==> config.mk <==
export PLATFORM = sky130hd
export DESIGN_NAME = equiv_stim_gen_flat
export DESIGN_NICKNAME = d
export VERILOG_FILES = /design/src/rtl/equiv_stim_gen_if.sv /design/src/rtl/equiv_stim_gen.sv /design/src/flat_wrapper.sv
export SDC_FILE = /design/constraint.sdc
export NUM_CORES = 1
export LEC_CHECK = 0
export ABC_AREA = 1
export CORE_MARGIN = 5
export CORE_UTILIZATION = 50
export DETAILED_ROUTE_END_ITERATION = 12
export PLACE_DENSITY = 0.83
export SLEW_MARGIN = 10
export SYNTH_ARGS = -nofsm -noshare
export SYNTH_HDL_FRONTEND = slang
export SYNTH_SLANG_ARGS = --single-unit
==> constraint.sdc <==
create_clock -name clk -period 4.54 [get_ports clk]
set_input_delay 0.681 -clock clk [delete_from_list [all_inputs] [get_ports clk]]
set_output_delay 0.681 -clock clk [all_outputs]
set_load 0.02 [all_outputs]
==> src/rtl/equiv_stim_gen_if.sv <==
// Run/stimulus/result bundle between the equivalence stimulus
// generator and the dual-instance harness it drives.
interface equiv_stim_gen_if;
  logic               start;
  logic [90:0]        y_1;
  logic [90:0]        y_2;
  logic signed [10:0] wire0;
  logic [19:0]        wire1;
  logic [16:0]        wire2;
  logic signed [16:0] wire3;
  logic [6:0]         wire4;
  logic               busy;
  logic               done;
  logic [15:0]        vec_idx;
  logic               mismatch;
  logic [15:0]        fail_idx;

  modport master (
    input  start,
    input  y_1,
    input  y_2,
    output wire0,
    output wire1,
    output wire2,
    output wire3,
    output wire4,
    output busy,
    output done,
    output vec_idx,
    output mismatch,
    output fail_idx
  );

  modport slave (
    output start,
    output y_1,
    output y_2,
    input  wire0,
    input  wire1,
    input  wire2,
    input  wire3,
    input  wire4,
    input  busy,
    input  done,
    input  vec_idx,
    input  mismatch,
    input  fail_idx
  );
endinterface

==> src/rtl/equiv_stim_gen.sv <==
// LFSR-driven stimulus generator and first-mismatch recorder
// for a dual-instance equivalence harness.
module equiv_stim_gen #(
  parameter logic [31:0] SEED         = 32'h0000_0001,
  parameter int          NUM_VEC      = 1024,
  parameter int          SETTLE       = 2,
  parameter int          STOP_ON_FAIL = 1
) (
  input  logic             clk,
  input  logic             rst_n,
  equiv_stim_gen_if.master bus
);

  localparam logic [2:0] S_IDLE  = 3'd0;
  localparam logic [2:0] S_GEN0  = 3'd1;
  localparam logic [2:0] S_GEN1  = 3'd2;
  localparam logic [2:0] S_GEN2  = 3'd3;
  localparam logic [2:0] S_APPLY = 3'd4;
  localparam logic [2:0] S_DONE  = 3'd5;

  localparam logic [31:0] POLY = 32'h8020_0003;
  localparam logic [31:0] SEED_EFF =
    (SEED == 32'h0) ? 32'h1 : SEED;
  localparam int CW =
    (SETTLE > 1) ? $clog2(SETTLE) : 1;
  localparam logic [CW-1:0] SET_LAST = CW'(SETTLE - 1);
  localparam logic [15:0] VEC_LAST = 16'(NUM_VEC - 1);
  localparam bit STOP = (STOP_ON_FAIL != 0);

  logic [2:0]         r_state;
  logic [31:0]        r_lfsr;
  logic [31:0]        r_w0;
  logic [31:0]        r_w1;
  logic [CW-1:0]      r_cnt;
  logic signed [10:0] r_wire0;
  logic [19:0]        r_wire1;
  logic [16:0]        r_wire2;
  logic signed [16:0] r_wire3;
  logic [6:0]         r_wire4;
  logic               r_busy;
  logic               r_done;
  logic [15:0]        r_vidx;
  logic               r_mm;
  logic [15:0]        r_fidx;

  logic [31:0] w_step;
  logic [71:0] w_vec;
  logic        w_last;
  logic        w_diff;
  logic        w_end;

  assign w_step = r_lfsr[0] ? ((r_lfsr >> 1) ^ POLY)
                            : (r_lfsr >> 1);
  // Third word is taken straight from the step so all
  // five outputs load on the GEN2 -> APPLY edge together.
  assign w_vec  = {w_step[7:0], r_w1, r_w0};
  assign w_last = (r_cnt == SET_LAST);
  assign w_diff = (bus.y_1 != bus.y_2);
  assign w_end  = (STOP && w_diff) || (r_vidx == VEC_LAST);

  always_ff @(posedge clk or negedge rst_n) begin
    if (!rst_n) begin
      r_state <= S_IDLE;
      r_lfsr  <= SEED_EFF;
      r_w0    <= '0;
      r_w1    <= '0;
      r_cnt   <= '0;
      r_wire0 <= '0;
      r_wire1 <= '0;
      r_wire2 <= '0;
      r_wire3 <= '0;
      r_wire4 <= '0;
      r_busy  <= 1'b0;
      r_done  <= 1'b0;
      r_vidx  <= '0;
      r_mm    <= 1'b0;
      r_fidx  <= '0;
    end else begin
      unique case (r_state)
        S_IDLE, S_DONE: begin
          if (bus.start) begin
            r_state <= S_GEN0;
            r_lfsr  <= SEED_EFF;
            r_vidx  <= '0;
            r_mm    <= 1'b0;
            r_fidx  <= '0;
            r_done  <= 1'b0;
            r_busy  <= 1'b1;
          end
        end
        S_GEN0: begin
          r_lfsr  <= w_step;
          r_w0    <= w_step;
          r_state <= S_GEN1;
        end
        S_GEN1: begin
          r_lfsr  <= w_step;
          r_w1    <= w_step;
          r_state <= S_GEN2;
        end
        S_GEN2: begin
          r_lfsr  <= w_step;
          r_wire0 <= $signed(w_vec[10:0]);
          r_wire1 <= w_vec[30:11];
          r_wire2 <= w_vec[47:31];
          r_wire3 <= $signed(w_vec[64:48]);
          r_wire4 <= w_vec[71:65];
          r_cnt   <= '0;
          r_state <= S_APPLY;
        end
        S_APPLY: begin
          if (!w_last) begin
            r_cnt <= r_cnt + 1'b1;
          end else begin
            if (w_diff && !r_mm) begin
              r_mm   <= 1'b1;
              r_fidx <= r_vidx;
            end
            if (w_end) begin
              r_state <= S_DONE;
              r_done  <= 1'b1;
              r_busy  <= 1'b0;
            end else begin
              r_vidx  <= r_vidx + 16'd1;
              r_state <= S_GEN0;
            end
          end
        end
        default: begin
          r_state <= S_IDLE;
        end
      endcase
    end
  end

  assign bus.wire0    = r_wire0;
  assign bus.wire1    = r_wire1;
  assign bus.wire2    = r_wire2;
  assign bus.wire3    = r_wire3;
  assign bus.wire4    = r_wire4;
  assign bus.busy     = r_busy;
  assign bus.done     = r_done;
  assign bus.vec_idx  = r_vidx;
  assign bus.mismatch = r_mm;
  assign bus.fail_idx = r_fidx;

endmodule

==> src/flat_wrapper.sv <==
// flat-port wrapper written by rule: the top's interface ports become plain ports
module equiv_stim_gen_flat 
#(
  parameter logic [31:0] SEED         = 32'h0000_0001,
  parameter int          NUM_VEC      = 1024,
  parameter int          SETTLE       = 2,
  parameter int          STOP_ON_FAIL = 1
)
  (clk, rst_n, bus_start, bus_y_1, bus_y_2, bus_wire0, bus_wire1, bus_wire2, bus_wire3, bus_wire4, bus_busy, bus_done, bus_vec_idx, bus_mismatch, bus_fail_idx);
  equiv_stim_gen_if bus_i ();
  input  logic clk;
  input  logic rst_n;
  input wire logic [$bits(bus_i.start)-1:0] bus_start;
  input wire logic [$bits(bus_i.y_1)-1:0] bus_y_1;
  input wire logic [$bits(bus_i.y_2)-1:0] bus_y_2;
  output wire logic [$bits(bus_i.wire0)-1:0] bus_wire0;
  output wire logic [$bits(bus_i.wire1)-1:0] bus_wire1;
  output wire logic [$bits(bus_i.wire2)-1:0] bus_wire2;
  output wire logic [$bits(bus_i.wire3)-1:0] bus_wire3;
  output wire logic [$bits(bus_i.wire4)-1:0] bus_wire4;
  output wire logic [$bits(bus_i.busy)-1:0] bus_busy;
  output wire logic [$bits(bus_i.done)-1:0] bus_done;
  output wire logic [$bits(bus_i.vec_idx)-1:0] bus_vec_idx;
  output wire logic [$bits(bus_i.mismatch)-1:0] bus_mismatch;
  output wire logic [$bits(bus_i.fail_idx)-1:0] bus_fail_idx;
  assign bus_i.start = bus_start;
  assign bus_i.y_1 = bus_y_1;
  assign bus_i.y_2 = bus_y_2;
  assign bus_wire0 = bus_i.wire0;
  assign bus_wire1 = bus_i.wire1;
  assign bus_wire2 = bus_i.wire2;
  assign bus_wire3 = bus_i.wire3;
  assign bus_wire4 = bus_i.wire4;
  assign bus_busy = bus_i.busy;
  assign bus_done = bus_i.done;
  assign bus_vec_idx = bus_i.vec_idx;
  assign bus_mismatch = bus_i.mismatch;
  assign bus_fail_idx = bus_i.fail_idx;
  equiv_stim_gen #(.SEED(SEED), .NUM_VEC(NUM_VEC), .SETTLE(SETTLE), .STOP_ON_FAIL(STOP_ON_FAIL)) u_core (.clk(clk), .rst_n(rst_n), .bus(bus_i));
endmodule
Yosys cells after proc, flatten, opt, wreduce, memory -nomap -nowiden
Index checks and enable logic that the tools add are counted.
{ "classes": {"reduce_logical": 14, "n_addsub": 2, "muxes": 27, "eq_ne": 12, "bitwise_logic": 1} }
{ "ops": {"columns": ["op", "count"], "rows": [
  ["$ne A91 B91 Y1", 1],
  ["$mux W16", 5],
  ["$mux W32", 2],
  ["$pmux W16 S2", 2],
  ["$pmux W32 S2", 1],
  ["$add A16 B1 Y16 const B", 1],
  ["$eq A16 B10 Y1 const B", 1],
  ["$pmux W3 S5", 1],
  ["$reduce_and A4 Y1", 3],
  ["$mux W1", 9],
  ["$mux W3", 3],
  ["$pmux W1 S2", 4],
  ["$eq A3 B2 Y1 const B", 2],
  ["$eq A3 B3 Y1 const B", 2],
  ["$ne A2 B1 Y1 const B", 3],
  ["$reduce_bool A2 Y1", 3],
  ["$ne A2 B2 Y1 const B", 2],
  ["$not A3 Y4", 1],
  ["$reduce_and A2 Y1", 2],
  ["$eq A3 B1 Y1 const B", 1],
  ["$logic_not A3 Y1", 1],
  ["$reduce_or A3 Y1", 1],
  ["$reduce_or A2 Y1", 1],
  ["$add A1 B1 Y1 const B", 1],
  ["other kinds (3)", 3]
]} }
{ "totals": {"out_inout_bits": 107, "ff_bits": 207, "input_bits": 185} }

Depth between registers and ports, before layout
{ "depth": {"word_depth": 5, "ltp_mapped": 15, "ltp_nobuf": 14} }

Worst setup path after synthesis
No wires, ideal clock.
{ "synth_path": {"path_type": "input port to flip-flop", "startpoint": "input bus_y_2[14]", "endpoint": "register u_core.r_fidx[10], in the netlist u_core.bus.fail_idx[10]", "path_slack_ns": 2.585, "setup_ns": 0.117, "required_time_ns": 4.423, "n_path_buf": 1, "stages": 13, "t_arrival_ns": 1.838, "path_cell_list": "nor2_1 -> nor2_1 -> nor2_1 -> nand2_1 -> nor2_1 -> nand2_1 -> nor2_1 -> nand3_1 -> nand3_4 -> nand2_4 -> buf_4 -> nand2_1 -> nand2_1"} }
{ "synth_between": {"elab_chain_len": 4} }
{ "synth_rtl": {"columns": ["element", "line_no", "rtl"], "rows": [
  ["start, declared", "flat_wrapper.sv:15", "input wire logic [$bits(bus_i.y_2)-1:0] bus_y_2;"],
  ["$ne A91 B91 Y1", "equiv_stim_gen.sv:58", "assign w_diff = (bus.y_1 != bus.y_2);"],
  ["$logic_and A1 B1 Y1", "equiv_stim_gen.sv:115", "if (w_diff && !r_mm) begin"],
  ["$ne A2 B1 Y1 (no line)", null, null],
  ["$reduce_and A4 Y1 (no line)", null, null],
  ["end signal, assigned", "equiv_stim_gen.sv:117", "r_fidx <= r_vidx;"],
  ["end, declared", "equiv_stim_gen.sv:44", "logic [15:0] r_fidx;"]
]} }
Every way passes these cells.
A chain may end at the register's enable or synchronous reset.

Worst setup path in the final report
{ "layout_path": {"startpoint": "input bus_y_1[58]", "endpoint": "register u_core.r_vidx[2], in the netlist u_core.bus.vec_idx[2]"} }
{ "layout_between": {"elab_chain_len": 4} }
{ "layout_rtl": {"columns": ["element", "line_no", "rtl"], "rows": [
  ["start, declared", "flat_wrapper.sv:14", "input wire logic [$bits(bus_i.y_1)-1:0] bus_y_1;"],
  ["$ne A91 B91 Y1", "equiv_stim_gen.sv:58", null],
  ["$logic_or A1 B1 Y1", "equiv_stim_gen.sv:59", "assign w_end = (STOP && w_diff) || (r_vidx == VEC_LAST);"],
  ["$ne A2 B2 Y1 (no line)", null, null],
  ["$reduce_and A4 Y1 (no line)", null, null],
  ["end signal, assigned", "equiv_stim_gen.sv:124", "r_vidx <= r_vidx + 16'd1;"],
  ["end, declared", "equiv_stim_gen.sv:42", "logic [15:0] r_vidx;"]
]} }
Every way passes these cells.

==> results.md <==
* Share of cells above drive strength 1 at under 10%
* Crit path DAT at between 2000 and 3000 ps
* Post-synth EDFFs at 0
* Post-DP HPWL at roughly 23000 um
* Fin. max-slew vios at 0
* Vias in the first global route at between 9000 and 10000
* CTS tree: built
* Buffers added on ports at approximately 290
* Cell taking the most area after synthesis: dfrtp_1
* First-pass GRT wire length at between 50000 and 60000 um
* Lkg Pwr at roughly 0.0069 uW
* Core area at a little over 0.02 sq mm
* Netlist cell types at 36
* PwrDens at 535 mW/mm^2
* Worst setup SP type: input port
* RSZ-0062 raised after global routing: false
* Outcome: finished, final reports clean
* Post-DRT Antenna Nets at 0
* Placed Area at 0.0132 sq mm
* Netlist Area Pre-Place at 0.0101 sq mm
* Worst reg2reg path depth at 4
* Period utilisation layout at 56.1%
* R2R setup slack at 2010 ps
* Iter 0 DRT Violations at slightly above 800
* Hold slack final at about 280 ps
* Setup Skew at around 35 ps
* Via count at around 9500
* Area delta synth->final at 38.1%
* CP Class: input port to flip-flop
* Initial DRT Pass Iterations at 5
* Sequential-to-total area share from yosys stat at between 50% and 60%
* Total Routed Length at about 31000 um
* R2r startpoint: u_core.r_state[2]$_DFFE_PN0P_
* RePlAce Congestion at roughly 1
* CTS Hold Buffers Added at 0
* Max-Cap Viols at 0
* Num CTS Buffers at 21
* Root Driver: clkbuf_16
* Detailed-route DRC error count at 0
* # fillers at 1580
* Post-CTS setup buffer count at 0
* Fin. Hold Viols at 0
* Initial antenna violation count at 2
* R2r endpoint: u_core.r_w1[20]$_DFFE_PN0P_
* Final min period at 2550 ps
* Clk_lat worst skew at 510 ps
* Die width at ~150 um
* I/O pin count at slightly below 300
* Setup slack after layout at 1990 ps
* Starting density of the core at 50.3%
* #FFs+latches synth at 207
* Post-CTS Resized at 0
* Die height at around 150 um
* Placement Setup Slack at ~1500 ps
* Setup violations, final at 0
* YS warnings at 0
* Pwr Total at 7470 uW
* Crit. End Element: flip-flop
* Total gr overflow at 0
* Most frequent cells in the layout: nand2_1 (514), clkdlybuf4s50_1 (290), dfrtp_1 (206)
* Syn_nets at between 1500 and 2000
* Post-synthesis average cell area at roughly 7.6 sq um
* Clock sinks at a little over 200
* CTS Buffer Depth at 3
* Via density at roughly 5.0
* Cells after synthesis at ~1300
* FP Rows at 52
* Min-delay worst type: input port to async pin
* Die ar. at 0.0232 sq mm
* Setup TNS at 0 ps
* Worst slew margin at between 20% and 30%
* Leading post-synthesis cells by cell area: dfrtp_1 (51%), nand2_1 (19%), inv_1 (6.5%)
* Most common cell after layout, fill and taps aside: nand2_1
* Finished layout cell area at roughly 0.014 sq mm
* FFs w/ async S/R, synth at 100%
* Main synth FF type: dfrtp_1
* Final nets at around 1800
* CP required at 4960 ps
* Least-Margin Pin Slew at 1110 ps
* Fmax achieved at ~0.39 GHz
* Max VDD drop at around 0.00046 V
* Routed len/inst at ~17 um
* Worst-path clk slew at 60 ps
* Gr usage total at about 27%
* CP max FO at 6
* Share of the synthesized area in the top cell type at just over 50%
* Largest net degree at the start of global routing at 112
* H-tree depth at 1
==> metal layers <==
layer / part of all wire, % / vias up / GRT usage (%)
met4: 2.3 / 0 / 6.64
li1: - / 4629 / -
met2: 51 / 309 / 48.1
met1: 41 / 4516 / 34.3
met3: 5.9 / 36 / 4.83
met5: 0 / - / 0
==> power by group <==
part           internal (uW)  leakage, uW  switching [uW]  total, uW
clock network           1070     0.000353             717       1790
logic                   1060      0.00380            1840       2890
registers               2450      0.00278             333       2780
==> cell usage after synthesis (2+ instances only) <==
| master | n |
|---|---|
| nor3_1 | 4 |
| a21oi_1 | 8 |
| nand2_1 | 514 |
| nand4_1 | 11 |
| nor4_1 | 2 |
| xnor2_1 | 32 |
| clkbuf_1 | 34 |
| inv_1 | 176 |
| buf_4 | 3 |
| nand2_4 | 2 |
| nor2_1 | 120 |
| nor2_4 | 2 |
| buf_6 | 2 |
| xor2_1 | 22 |
| o21ai_1 | 3 |
| dfrtp_1 | 206 |
| nor2_2 | 4 |
| nand2_2 | 3 |
| nand3_1 | 36 |
| o21ai_0 | 97 |
| inv_2 | 7 |
| buf_2 | 3 |
| o22ai_1 | 28 |
==> flip-flops by register name (all words and copies together), names as in the netlist <==
signal               cells
u_core.bus.busy          1
u_core.bus.done          1
u_core.bus.fail_idx     16
u_core.bus.mismatch      1
u_core.bus.vec_idx      16
u_core.bus.wire0        11
u_core.bus.wire1        20
u_core.bus.wire2        17
u_core.bus.wire3        17
u_core.bus.wire4         7
u_core.r_cnt             1
u_core.r_lfsr           32
u_core.r_state           3
u_core.r_w0             32
u_core.r_w1             32
==> per-stage QoR <==
stage | std cells | utilization [%]
2_1_floorplan | 1332 | -
3_3_place_gp | 1858 | 65.8
3_5_place_dp | 1858 | 65.8
4_1_cts | 1896 | 69.5
5_1_grt | 1898 | 69.5
6_report | 1898 | 69.5
==> worst max-delay path: stages <==
cell and delay (ps):
clkdlybuf4s50_1 480, nand2_1 60, inv_1 40, nor2_1 30, nor2_1 220, nand2_1 90, nor2_1 110, nand2_1 50
nor2_1 270, nand3_1 260, nor2_1 380, nand4_1 160, nand2_1 110
==> how the worst max path moves through the flow <==
stage / cells past startpoint / slack (ps) / start / to
after floorplan: 13 / 2590 / bus_y_2[14] / u_core.bus.fail_idx[10]$_DFFE_PN0P_
after global placement: 14 / 1600 / bus_y_1[57] / u_core.bus.vec_idx[4]$_DFFE_PN0P_
after detailed placement: 14 / 1490 / bus_y_1[57] / u_core.bus.fail_idx[13]$_DFFE_PN0P_
after CTS: 4 / 1990 / u_core.r_state[2]$_DFFE_PN0P_ / u_core.r_w1[20]$_DFFE_PN0P_
after global routing: 4 / 1690 / u_core.r_state[2]$_DFFE_PN0P_ / u_core.r_w1[10]$_DFFE_PN0P_
final: 13 / 1990 / bus_y_1[58] / u_core.bus.vec_idx[2]$_DFFE_PN0P_
==> cell families after synthesis <==
group | Yosys count | share of synthesized area, %
xor+xnor | 54 | 4.68
buf+inv | 228 | 8.90
simple gates | 703 | 27.7
flops | 207 | 51.2
compound gates | 139 | 7.40
fa+ha+maj | 1 | 0.124
==> final cells by class <==
cell class / count / area (sq um) / share of cell area, %
Antenna cell: 2 / 5.00 / 0.0358
Clock buffer: 25 / 571 / 4.08
Clock inverter: 13 / 155 / 1.11
Inverter: 185 / 697 / 4.99
Multi-Input combinational cell: 897 / 4050 / 29.0
Sequential cell: 207 / 5180 / 37.1
Tap cell: 270 / 338 / 2.42
Timing Repair Buffer: 299 / 2980 / 21.3
Note: power is estimated with default switching activity, not from simulation.
